**src/rtl/param_memory_unit.sv**
```systemverilog
// rtl/param_memory_unit.sv - parameterised word memory with self-initialisation and registered reads
module param_memory_unit #(
    parameter int                    DATA_WIDTH = 4,
    parameter int                    ADDR_WIDTH = 4,
    parameter int                    DEPTH      = 16,
    parameter logic [DATA_WIDTH-1:0] INIT_VALUE = '0
) (
    input  logic                  clk,
    input  logic                  rst_n,
    input  logic                  clear,
    input  logic                  req_valid,
    output logic                  req_ready,
    input  logic                  write_enable,
    input  logic [ADDR_WIDTH-1:0] address,
    input  logic [DATA_WIDTH-1:0] data_in,
    output logic [DATA_WIDTH-1:0] data_out,
    output logic                  rd_valid,
    output logic                  addr_err,
    output logic                  init_done
);

    // One extra bit so DEPTH == 2**ADDR_WIDTH still compares correctly.
    localparam logic [ADDR_WIDTH:0]   DEPTH_EXT = (ADDR_WIDTH + 1)'(DEPTH);
    localparam logic [ADDR_WIDTH-1:0] LAST_PTR  = ADDR_WIDTH'(DEPTH - 1);

    typedef enum logic {
        ST_INIT  = 1'b0,
        ST_READY = 1'b1
    } state_t;

    state_t                state;
    state_t                next_state;
    logic [ADDR_WIDTH-1:0] ptr;
    logic [DATA_WIDTH-1:0] mem [DEPTH];

    logic                  addr_in_range;
    logic                  accept;
    logic                  accept_rd;
    logic                  accept_wr;
    logic                  mem_we;
    logic [ADDR_WIDTH-1:0] mem_waddr;
    logic [DATA_WIDTH-1:0] mem_wdata;
    logic [DATA_WIDTH-1:0] rd_word;

    assign addr_in_range = {1'b0, address} < DEPTH_EXT;

    // A clear in the same cycle blocks acceptance, so req_ready drops combinationally.
    assign req_ready = (state == ST_READY) && !clear;
    assign accept    = req_valid && req_ready;
    assign accept_rd = accept && !write_enable;
    assign accept_wr = accept && write_enable && addr_in_range;

    // Next-state logic: INIT sweeps the array once, clear always sends us back to INIT.
    always_comb begin
        next_state = state;
        case (state)
            ST_INIT: begin
                if (clear) begin
                    next_state = ST_INIT;
                end else if (ptr == LAST_PTR) begin
                    next_state = ST_READY;
                end
            end
            ST_READY: begin
                if (clear) begin
                    next_state = ST_INIT;
                end
            end
            default: next_state = ST_INIT;
        endcase
    end

    // State register.
    always_ff @(posedge clk or negedge rst_n) begin
        if (!rst_n) begin
            state <= ST_INIT;
        end else begin
            state <= next_state;
        end
    end

    // Init pointer: advances only while sweeping; parked at 0 otherwise so a clear restarts at word 0.
    always_ff @(posedge clk or negedge rst_n) begin
        if (!rst_n) begin
            ptr <= '0;
        end else if (state == ST_INIT && !clear && ptr != LAST_PTR) begin
            ptr <= ptr + 1'b1;
        end else begin
            ptr <= '0;
        end
    end

    // Single write port shared between the init sweep and accepted in-range writes.
    always_comb begin
        mem_we    = 1'b0;
        mem_waddr = address;
        mem_wdata = data_in;
        if (state == ST_INIT) begin
            mem_we    = 1'b1;
            mem_waddr = ptr;
            mem_wdata = INIT_VALUE;
        end else if (accept_wr) begin
            mem_we = 1'b1;
        end
    end

    // Array storage has no reset; its contents are defined by the init sweep.
    always_ff @(posedge clk) begin
        if (mem_we) begin
            mem[mem_waddr] <= mem_wdata;
        end
    end

    // Read mux: out-of-range addresses return zero.
    always_comb begin
        rd_word = '0;
        if (addr_in_range) begin
            rd_word = mem[address];
        end
    end

    // Registered read path and status pulses; data_out holds unless a read is accepted.
    always_ff @(posedge clk or negedge rst_n) begin
        if (!rst_n) begin
            data_out  <= '0;
            rd_valid  <= 1'b0;
            addr_err  <= 1'b0;
            init_done <= 1'b0;
        end else begin
            rd_valid  <= accept_rd;
            addr_err  <= accept && !addr_in_range;
            init_done <= (next_state == ST_READY);
            if (accept_rd) begin
                data_out <= rd_word;
            end
        end
    end

endmodule

```
**config.mk**
```make
export PLATFORM = sky130hd
export DESIGN_NAME = param_memory_unit
export DESIGN_NICKNAME = d
export VERILOG_FILES = /design/src/rtl/param_memory_unit.sv
export SDC_FILE = /design/constraint.sdc
export NUM_CORES = 1
export LEC_CHECK = 0
export ABC_AREA = 1
export CORE_MARGIN = 2
export CORE_UTILIZATION = 59
export CTS_CLUSTER_DIAMETER = 50
export DETAILED_ROUTE_END_ITERATION = 6
export PLACE_DENSITY = 0.91
export SLEW_MARGIN = 20
export SYNTH_ARGS = -nofsm -noshare
export SYNTH_HDL_FRONTEND = slang
export SYNTH_SLANG_ARGS = --single-unit
export TNS_END_PERCENT = 20
```
**constraint.sdc**
```tcl
create_clock -name clk -period 2.1 [get_ports clk]
set_input_delay 0.42 -clock clk [delete_from_list [all_inputs] [get_ports clk]]
set_output_delay 0.42 -clock clk [all_outputs]
set_load 0.03 [all_outputs]
```
==> key figures, run 1 <==
Status
  – Status: finished clean

Synthesis
  – Async S/R FF share, synth: a little over an eighth
  – Ys flop type: edfxtp_1
  – Syn_nets: 364
  – Post-synth top cells: nand2_1, edfxtp_1, inv_1
  – Synth area leaders: edfxtp_1, nand2_1, dfrtp_1
  – Largest area contributor in the netlist: edfxtp_1
  – Count leader, synth: nand2_1
  – Mapped Cells: between 300 and 400
  – Syn avg cell area: 9.738 sq um
  – Seq/Total Area, Yosys: 63.73%
  – Share of the synthesized area in the top cell type: a little under three fifths
  – Count of different cell masters after synthesis: 22
  – Register bit total from synthesis: 74
  – Synth warnings: 0
  – Mapped Area: 0.003408 sq mm
  – EDFF count, synth: 64

STA
  – Fin. max-slew vios: 0
  – Fin crit share: 92.71%
  – FMAX: 513.6 MHz
  – Final Hold Vio Count: 0
  – Setup violators final: 0
  – Relative slew slack: 61.17%
  – Min Tclk post-route: 1.947 ns
  – Setup WS post-layout: 0.1530 ns
  – Skew final: 0.005950 ns
  – Worst slew pin tran: 0.5818 ns
  – RSZ-0062 raised after global routing: false
  – Setup TNS: 0 ns

Final layout
  – Nets: between 300 and 400
  – Final core utilization: 70.44%
  – Synthesis-to-finish area growth: 14.50%
  – Final Non-Filler Cells: 454
  – Fillers: ~400
  – Number of inserted diodes: 0
  – Share of cells above drive strength 1: 12.04%

Die
  – Die X: 80.01 um
  – Die height: 80.01 um
  – Starting density of the core: 61.52%
  – Die area: 0.006401 sq mm
  – Core ar.: 0.005540 sq mm
  – Rows: 27
  – IO Count: 21

Detailed routing
  – DR pass1 iterations: 4
  – Residual DRC: 0
  – Detailed-route via count: 2397
  – Count of antenna-violating nets left after detailed routing: 0
  – Post-Route WL: 7010 um
  – DR iter-0 viols: 182
  – Vias per cell: 5.280
  – Avg WL per Cell: 15.44 um

Critical path
  – Worst Path Class, Setup: reg2out
  – Worst Path Required: 1.68 ns
  – CP endpoint kind: output pin
  – Critical Path Source Type: flop
  – Critical path fanouts, max: 7
  – WP data arrival: 1.53 ns

Hold path
  – Hold Crit Class: in2async

Place
  – Place WS: a little over 0.006 ns
  – Placed wire-length estimate: 4575 um
  – Routability cong.: 1.001
  – Placed Instances: 438
  – PortBufs: 19

Clock tree
  – Clock Pin Slew Worst Setup and Hold Paths: 0.07 ns
  – H-tree levels: 3
  – Hold-fix buffers, CTS: 0
  – Clock tree sinks: 74
  – Setup bufs post-CTS: 0
  – Clk root buf: clkbuf_8
  – TritonCTS buffer count: 9
  – CTS tree: done
  – Post-CTS Resized: 0
  – Max clock buf depth: 2
  – Worst skew pair latency: between 0.3 and 0.4 ns

Global route
  – Largest net degree at the start of global routing: 33
  – First-pass GRT wire length: between 10000 and 15000 um
  – M2 GR Usage: 40.50%
  – Antenna violations before repair: 0
  – Grt total ovfl: 0
  – Met3 GRT Util: 3.620%
  – GR peak layer: met2
  – Tot GR Track Use: approximately a quarter
  – Met1 global-route usage: between 20 and 30%
  – Vias in the first global route: 2358

Power
  – Total power: between 3 and 4 mW
  – Power density over the cells: 809.9 mW/mm^2
  – Leak pwr: 1.749 nW
  – VDD IR max: 0.5597 mV

Flow run
  – Max cap viols: 0
==> state kept, by name (all words and copies together), names as in the netlist <==
name and count:
data_out 4, rd_valid 1, init_done 1, mem 64, ptr 4
==> final timing paths <==
path                       slack (ns)   startpoint  cells after the start           to
min reg2reg                      0.49  data_out[0]                      2  data_out[0]
min                              0.39        rst_n                      1  data_out[3]
max                              0.15    init_done                      2    init_done
max in group asynchronous        1.40        rst_n                      1       ptr[0]
max reg2reg                      0.38    init_done                      7   mem[11][2]
min in group clk                 0.49  data_out[0]                      2  data_out[0]
==> critical path, cell delays in order, from the launching register on <==
cell             delay, ns
dfrtp_1               0.36
buf_4                 0.16
clkdlybuf4s50_1       0.67
==> logic make-up after synthesis <==
family,Yosys count,share of synthesized area (%)
and+or+nand+nor,191,24.52
DFF,74,63.73
buffers and inverters,77,9.838
adders and majority gates,1,0.3670
AOI/OAI and AO/OA,5,1.175
xor gates and xnor gates,1,0.2570
other,1,0.1100
==> power by group <==
part	internal, mW	switching, mW	total (mW)
Clock	0.788	0.497	1.29
Sequential	1.62	0.0158	1.63
Combinational	0.0871	0.156	0.243
==> per-stage QoR <==
| stage | hold WS, ns | instance area, sq um |
|---|---|---|
| 6_report | 0.3904 | 3902 |
| 5_1_grt | 0.4106 | 3902 |
| 4_1_cts | 0.3903 | 3902 |
| 3_5_place_dp | 0.4711 | 3669 |
| 3_3_place_gp | 0.4671 | 3669 |
| 2_1_floorplan | 0.1244 | 3408 |
==> area by class of cell <==
| class | instances | area, sq um | share of cell area [%] |
|---|---|---|---|
| clock buffer | 11 | 131.4 | 3.366 |
| clock inverter | 5 | 102.6 | 2.629 |
| inverter | 64 | 242.7 | 6.220 |
| multi-input combinational | 199 | 900.9 | 23.08 |
| sequential | 74 | 2172 | 55.66 |
| tap | 72 | 90.09 | 2.308 |
| timing repair buffer | 29 | 262.8 | 6.733 |
==> layer usage <==
metal  vias to the layer above  wire [um]
met3                        16        320
met5                         -          0
li1                       1158          -
met2                        87       3585
met4                         0        188
met1                      1136       2916
==> layout by cell type (no fill, tap or decap), types with 2 or more instances in the layout <==
| master | Yosys | layout |
|---|---|---|
| nand2_1 | 110 | 110 |
| o21ai_2 | 3 | 3 |
| inv_2 | 7 | 7 |
| buf_4 | 6 | 11 |
| nand3_1 | 49 | 49 |
| inv_1 | 56 | 56 |
| dfrtp_1 | 10 | 10 |
| nand3_2 | 5 | 5 |
| clkbuf_8 | 0 | 9 |
| bufinv_16 | 0 | 3 |
| edfxtp_1 | 64 | 64 |
| nor2_4 | 2 | 2 |
| clkdlybuf4s50_1 | 0 | 18 |
| nor2_1 | 22 | 22 |
| clkbuf_1 | 0 | 2 |
Power figures use the tool's default switching activity.
==> run 2: changes to the inputs <==
--- a/config.mk
+++ b/config.mk
@@ -6,10 +6,12 @@
 export NUM_CORES = 1
 export LEC_CHECK = 0
 export ABC_AREA = 1
+export ABC_CLOCK_PERIOD_IN_PS = 2100
 export CORE_MARGIN = 2
 export CORE_UTILIZATION = 59
 export CTS_CLUSTER_DIAMETER = 50
 export DETAILED_ROUTE_END_ITERATION = 6
+export HOLD_SLACK_MARGIN = 0.03
 export PLACE_DENSITY = 0.91
 export SLEW_MARGIN = 20
 export SYNTH_ARGS = -nofsm -noshare
==> results of run 2 <==
No change in the layout: final DEF, timing and power equal those of run 1.
==> run 3: changes to the inputs <==
--- a/config.mk
+++ b/config.mk
@@ -7,12 +7,14 @@
 export LEC_CHECK = 0
 export ABC_AREA = 1
 export ABC_CLOCK_PERIOD_IN_PS = 2100
-export CORE_MARGIN = 2
-export CORE_UTILIZATION = 59
+export CORE_MARGIN = 3
+export CORE_UTILIZATION = 63
 export CTS_CLUSTER_DIAMETER = 50
 export DETAILED_ROUTE_END_ITERATION = 6
+export DONT_BUFFER_PORTS = 1
 export HOLD_SLACK_MARGIN = 0.03
 export PLACE_DENSITY = 0.91
+export SKIP_CTS_REPAIR_TIMING = 1
 export SLEW_MARGIN = 20
 export SYNTH_ARGS = -nofsm -noshare
 export SYNTH_HDL_FRONTEND = slang
==> key figures, run 3 (synthesized netlist as in run 1, its figures left out) <==
Status
  – Status: finished clean (unchanged)

Place
  – Placed wire-length estimate: 4510 um (was 4575 um)
  – Post-DP Area: 0.003433 sq mm (was 0.003669 sq mm)
  – PortBufs: 0 (was 19)
  – Routability cong.: 0.8043 (was 1.001)

Clock tree
  – Clock tree sinks: 74 (unchanged)
  – CTS tree: done (unchanged)
  – Max clock buf depth: 2 (unchanged)
  – H-tree levels: 3 (unchanged)
  – Clock Pin Slew Worst Setup and Hold Paths: 0.07 ns (about the same)
  – TritonCTS buffer count: 9 (unchanged)
  – Clk root buf: clkbuf_8 (unchanged)
  – Worst skew pair latency: 0.34 ns (about the same)

Die
  – Rows: 26 (was 27)
  – Starting density of the core: 65.89% (was 61.52%)
  – Die height: 79.55 um (was 80.01 um)
  – Core ar.: 0.005172 sq mm (was 0.005540 sq mm)
  – Die X: 79.55 um (was 80.01 um)
  – Die area: 0.006328 sq mm (was 0.006401 sq mm)
  – IO Count: 21 (unchanged)

Detailed routing
  – Vias per cell: 5.453 (was 5.280)
  – DR pass1 iterations: 5 (was 4)
  – DR iter-0 viols: 225 (was 182)
  – Count of antenna-violating nets left after detailed routing: 0 (unchanged)
  – Avg WL per Cell: 15.79 um (was 15.44 um)
  – Detailed-route via count: 2334 (was 2397)
  – Post-Route WL: 6760 um (was 7010 um)
  – Residual DRC: 0 (unchanged)

Critical path
  – Critical path fanouts, max: 12 (was 7)
  – Worst R2R Start: init_done (unchanged)
  – Critical Path Source Type: flop (unchanged)
  – Worst Path Class, Setup: reg2reg (was reg2out)
  – Start point of the critical path: init_done (unchanged)
  – CP endpoint kind: flop (was output pin)
  – FF-to-FF path depth: 4 (was 7)
  – WP data arrival: 1.73 ns (was 1.53 ns)
  – Worst Path Required: 2.11 ns (was 1.68 ns)

STA
  – Fin crit share: 82.12% (was 92.71%)
  – Skew final: 0.003965 ns (was 0.005950 ns)
  – Worst slew pin tran: 0.6160 ns (was 0.5818 ns)
  – Setup TNS: 0 ns (unchanged)
  – Fin. max-slew vios: 0 (unchanged)
  – RSZ-0062 raised after global routing: false (unchanged)
  – WHS: 0.1304 ns (was 0.3904 ns)
  – Setup violators final: 0 (unchanged)
  – FMAX: 579.8 MHz (was 513.6 MHz)
  – Relative slew slack: 58.89% (was 61.17%)
  – Final Hold Vio Count: 0 (unchanged)
  – Min Tclk post-route: 1.725 ns (was 1.947 ns)

Final layout
  – Synthesis-to-finish area growth: 5.507% (was 14.50%)
  – Max reg flops: 64 (unchanged)
  – Final instance area: 0.003596 sq mm (was 0.003902 sq mm)
  – Largest regs: mem (64), data_out (4), ptr (4) (unchanged)
  – Largest reg by FF count: mem (unchanged)
  – Commonest non-fill, non-tap cell in the layout: nand2_1 (unchanged)
  – Share of cells above drive strength 1: 10.06% (was 12.04%)
  – Highest-count cells in the layout ignoring fill and taps: nand2_1, edfxtp_1, inv_1 (unchanged)
  – Nets: 367 (was 391)
  – Number of inserted diodes: 0 (unchanged)

Power
  – Leak pwr: 1.617 nW (was 1.749 nW)
  – Power density over the cells: 753.2 mW/mm^2 (was 809.9 mW/mm^2)
  – VDD IR max: 0.5800 mV (was 0.5597 mV)

Global route
  – Largest net degree at the start of global routing: 34 (was 33)
  – Vias in the first global route: 2262 (was 2358)
  – Grt total ovfl: 0 (unchanged)
  – Tot GR Track Use: 23.46% (was 24.03%)
  – Antenna violations before repair: 0 (unchanged)
  – First-pass GRT wire length: 10830 um (was 11180 um)

Hold path
  – Hold wc startpoint: clear
  – Depth of the worst hold-timing path: 1
  – Hold Crit Class: in2reg (was in2async)

Flow run
  – Max cap viols: 0 (unchanged)
[run 3: layer usage]
metal,global-route usage [%],routed length [um],vias up
met5,0,0,-
met4,12.37,183,0
met3,7.788,523,25
met2,36.48,3288,109
met1,29.16,2764,1085
li1,-,-,1115
[run 3: final cells by class]
cell class,count,area [sq um]
Multi-Input combinational cell,199,900.9
Inverter,64,242.7
Fill cell,367,1577
Sequential cell,74,2172
Tap cell,70,87.58
Timing Repair Buffer,5,40.04
Clock buffer,11,131.4
Clock inverter,5,21.27
[run 3: path summary, 6_finish.rpt]
| check | slack [ns] | endpoint |
|---|---|---|
| hold / removal | 0.13 | init_done |
| max in group asynchronous | 1.31 | data_out[0] |
| setup reg to reg | 0.38 | mem[14][3] |
| hold reg to reg | 0.52 | ptr[0] |
| setup / recovery | 0.38 | mem[14][3] |
| min in group asynchronous | 0.47 | data_out[3] |
[run 3: per-stage QoR]
| step | util (%) | total power [mW] | setup slack, ns | cells |
|---|---|---|---|---|
| after floorplan | - | 1.816 | 0.2923 | 350 |
| after global placement | 66.38 | 1.831 | 0.4444 | 411 |
| after detailed placement | 66.38 | 1.838 | 0.4008 | 411 |
| after CTS | 69.33 | 2.710 | 0.3824 | 427 |
| after global routing | 69.52 | 2.811 | 0.2779 | 428 |
| final | 69.52 | 2.708 | 0.3754 | 428 |
[run 3: report_power, final]
part	switching [mW]	internal [mW]	leakage, nW	total (mW)
Clock	0.481	0.413	0.0796	0.894
Sequential	0.0267	1.62	0.761	1.64
Combinational	0.117	0.0537	0.776	0.171
[run 3: worst max-delay path, stage by stage (launching register included)]
cell     delay (ns)
dfrtp_1        0.41
buf_4          0.19
o21ai_2        0.19
nand2_1        0.21
nor2_1         0.38
==> patch, RTL diff (flow settings as in run 1) <==
Register the output `addr_err` once more, cleared by the reset; this adds one clock of latency there. The other outputs are not delayed to match.
--- a/src/rtl/param_memory_unit.sv
+++ b/src/rtl/param_memory_unit.sv
@@ -27,6 +27,8 @@
         ST_INIT  = 1'b0,
         ST_READY = 1'b1
     } state_t;
+
+    logic addr_err_s0;
 
     state_t                state;
     state_t                next_state;
@@ -124,11 +126,11 @@
         if (!rst_n) begin
             data_out  <= '0;
             rd_valid  <= 1'b0;
-            addr_err  <= 1'b0;
+            addr_err_s0 <= 1'b0;
             init_done <= 1'b0;
         end else begin
             rd_valid  <= accept_rd;
-            addr_err  <= accept && !addr_in_range;
+            addr_err_s0 <= accept && !addr_in_range;
             init_done <= (next_state == ST_READY);
             if (accept_rd) begin
                 data_out <= rd_word;
@@ -136,5 +138,13 @@
         end
     end
 
+    always_ff @(posedge clk or negedge rst_n) begin
+        if (!rst_n) begin
+            addr_err <= '0;
+        end else begin
+            addr_err <= addr_err_s0;
+        end
+    end
+
 endmodule
 
Function: kept (equiv_simple and equiv_induct, registers matched by name and starting in step).
==> patch against run 1 <==
Utilization hardly changed; hold slack worse by 0.016 ns; final area is 0.58% lower; setup slack worse by 0.056 ns; synthesized cell count stayed put; wire length is 8.5% higher; register-to-register slack worse by 0.12 ns; total power is 0.78% higher; sequential cell count stayed put; synthesized area is 0.95% lower; critical path type unchanged; highest routed layer unchanged.
==> patch: results (changes against run 1) <==
| Metric | Value |
|---|---|
| Largest net degree at the start of global routing | `33 (unchanged)` |
| Worst slew margin | `0.611 (about the same)` |
| Via density per instance | `5.49 (+4.1%)` |
| CTS root buf | `clkbuf_8` |
| CP peak stage delay | `0.72 ns (+0.05 ns)` |
| CTS clk-pin slew, worst paths | `0.08 ns` |
| Global-route wire length before repair | `12200 µm (+9.4%)` |
| Pleak | `0.00174 µW (-0.45%)` |
| Clk_skew | `0.00971 ns (+0.00376 ns)` |
| Worst Setup EP | `init_done` |
| Total GRT Usage | `0.269 (+0.0289)` |
| Crit. Startpoint | `init_done` |
| Peak supply drop | `0.000445 V (-21%)` |
| CP delay by family, top | `buffers and inverters` |
| Worst path slowest cell | `clkdlybuf4s50_1` |
| Final RePlAce weighted congestion | `0.879 (-12%)` |
| Ys async rst share | `0.135 (unchanged)` |
| Yosys cell types | `22 (unchanged)` |
| EDFF count, synth | `64 (unchanged)` |
| Register area share after synthesis | `0.643 (+0.00614)` |
| Layout cell share with drive strength beyond 1 | `0.110 (-0.0102)` |
| # port buffers | `19 (unchanged)` |
| CTS H-tree lvls | `3 (unchanged)` |
| Arrival @ worst endpoint | `1.58 ns (+0.05 ns)` |
| FILL cells | `394 (-1.0%)` |
| Later-pin clock latency in the skew report | `0.35 ns` |
| Largest driver fanout on the critical path | `11 (+4)` |
| Clock buffer depth | `2 (unchanged)` |
| R2r worst-path depth | `6 (-1)` |
| Vias in the first global route | `2505 (+6.2%)` |
| CTS Buf Count | `9 (unchanged)` |
| Setup slack, reg-to-reg | `0.26 ns (-0.12 ns)` |
| Yosys Warn Count | `0 (unchanged)` |
| Outcome | `finished clean` |
| Min Tclk post-route | `2.00 ns (+0.0562 ns)` |
| 1st-iter DRT viols | `371 (+100%)` |
| DP Worst Slack | `-0.0282 ns (-0.0345 ns)` |
| HPWL after detailed placement | `4820 µm (+5.3%)` |
| Reg-to-reg endpoint | `mem[6][1]` |
| DR WL/cell | `16.8 µm (+8.7%)` |
| Number of remaining DRC errors | `0 (unchanged)` |
| Top flop regs | `mem: 64 flops, data_out: 4 flops, ptr: 4 flops` |
| 1st-pass router iterations | `6 (+2)` |
| Synth area leaders | `edfxtp_1, nand2_1, dfrtp_1` |
| Synth cell count leaders | `nand2_1, edfxtp_1, inv_1, nand3_1, nor2_1` |
| Hold WC Path Type | `in2async` |
| Antenna violations before repair | `0 (unchanged)` |
| Dpl cell area | `3640 µm² (-0.85%)` |
| Final nets | `390 (-0.26%)` |
| Sw frac | `0.219 (+0.00732)` |
| Ant. Diodes | `0 (unchanged)` |
| Syn Nets | `364 (unchanged)` |
[patch: cell count changes after synthesis]
cell	before	now
inv_1	56	59
buf_4	6	5
nand2_4	1	0
inv_4	1	0
inv_2	7	5
buf_2	5	7
nor2_2	0	1
o21ai_1	0	1
buf_6	2	1
nand2_1	110	111
nand3_1	49	50
o21ai_2	3	2
nor2_4	2	1
nand3_2	5	4
[patch: logic make-up after synthesis]
kind of cell	share of synthesized area
adder cells (fa/ha/maj)	0.00371
AND/OR/NAND/NOR	0.242
buffers and inverters	0.0960
AO/OA/AOI/OAI	0.0107
flip-flops	0.643
XOR/XNOR	0.00259
other	0.00111
[patch: stage by stage]
stage / TNS (ns) / hold WS (ns) / util / std cells
floorplan: 0 / 0.124 / - / 350
global placement: 0 / 0.470 / 0.661 / 437
detailed placement: -0.407 / 0.477 / 0.661 / 437
CTS: 0 / 0.375 / 0.705 / 453
global route: 0 / 0.399 / 0.705 / 453
finish: 0 / 0.374 / 0.705 / 453
[patch: power groups by stage]
stage	logic [µW]	clock network (µW)	registers, µW
final	245	1310	1630
after global routing	268	1390	1640
after CTS	240	1320	1630
after detailed placement	233	0	1660
after global placement	224	0	1660
after floorplan	142	0	1670
[patch: area by class of cell]
type	count	area share
clock buffers	9	0.0319
clock inverters	7	0.0303
inverters	64	0.0619
multi-input cells	199	0.227
flip-flops and latches	74	0.560
well taps	72	0.0232
repair buffers	28	0.0658
[patch: worst min-delay path by stage]
stage,slack (ns),end,start,cells past startpoint
floorplan,0.12,data_out[0],rst_n,0
global placement,0.47,data_out[3],data_out[3],2
detailed placement,0.48,data_out[3],data_out[3],2
CTS,0.37,data_out[3],rst_n,1
global route,0.40,data_out[0],rst_n,1
finish,0.37,data_out[1],rst_n,1
[patch: timing repair]
item	4_1_cts	5_1_grt
hold buffers	0	0
resized for setup	1	0
setup buffers	0	0
endpoints found under the setup margin	1	0
[patch: worst register-to-register path, cell delays in order (launching register included)]
cell	delay [ns]
dfrtp_2	0.52
inv_2	0.07
nor2_2	0.15
nand3_1	0.12
nand2_2	0.15
nand3_2	0.14
nor2_1	0.36
[patch: per-layer routing]
layer / vias to the layer above / part of all wire / routed length, µm / GRT usage
li1: 1161 / - / - / -
met1: 1157 / 0.38 / 2900 / 0.326
met2: 137 / 0.51 / 3900 / 0.455
met3: 34 / 0.070 / 531 / 0.0543
met4: 0 / 0.036 / 274 / 0.141
met5: - / 0 / 0 / 0
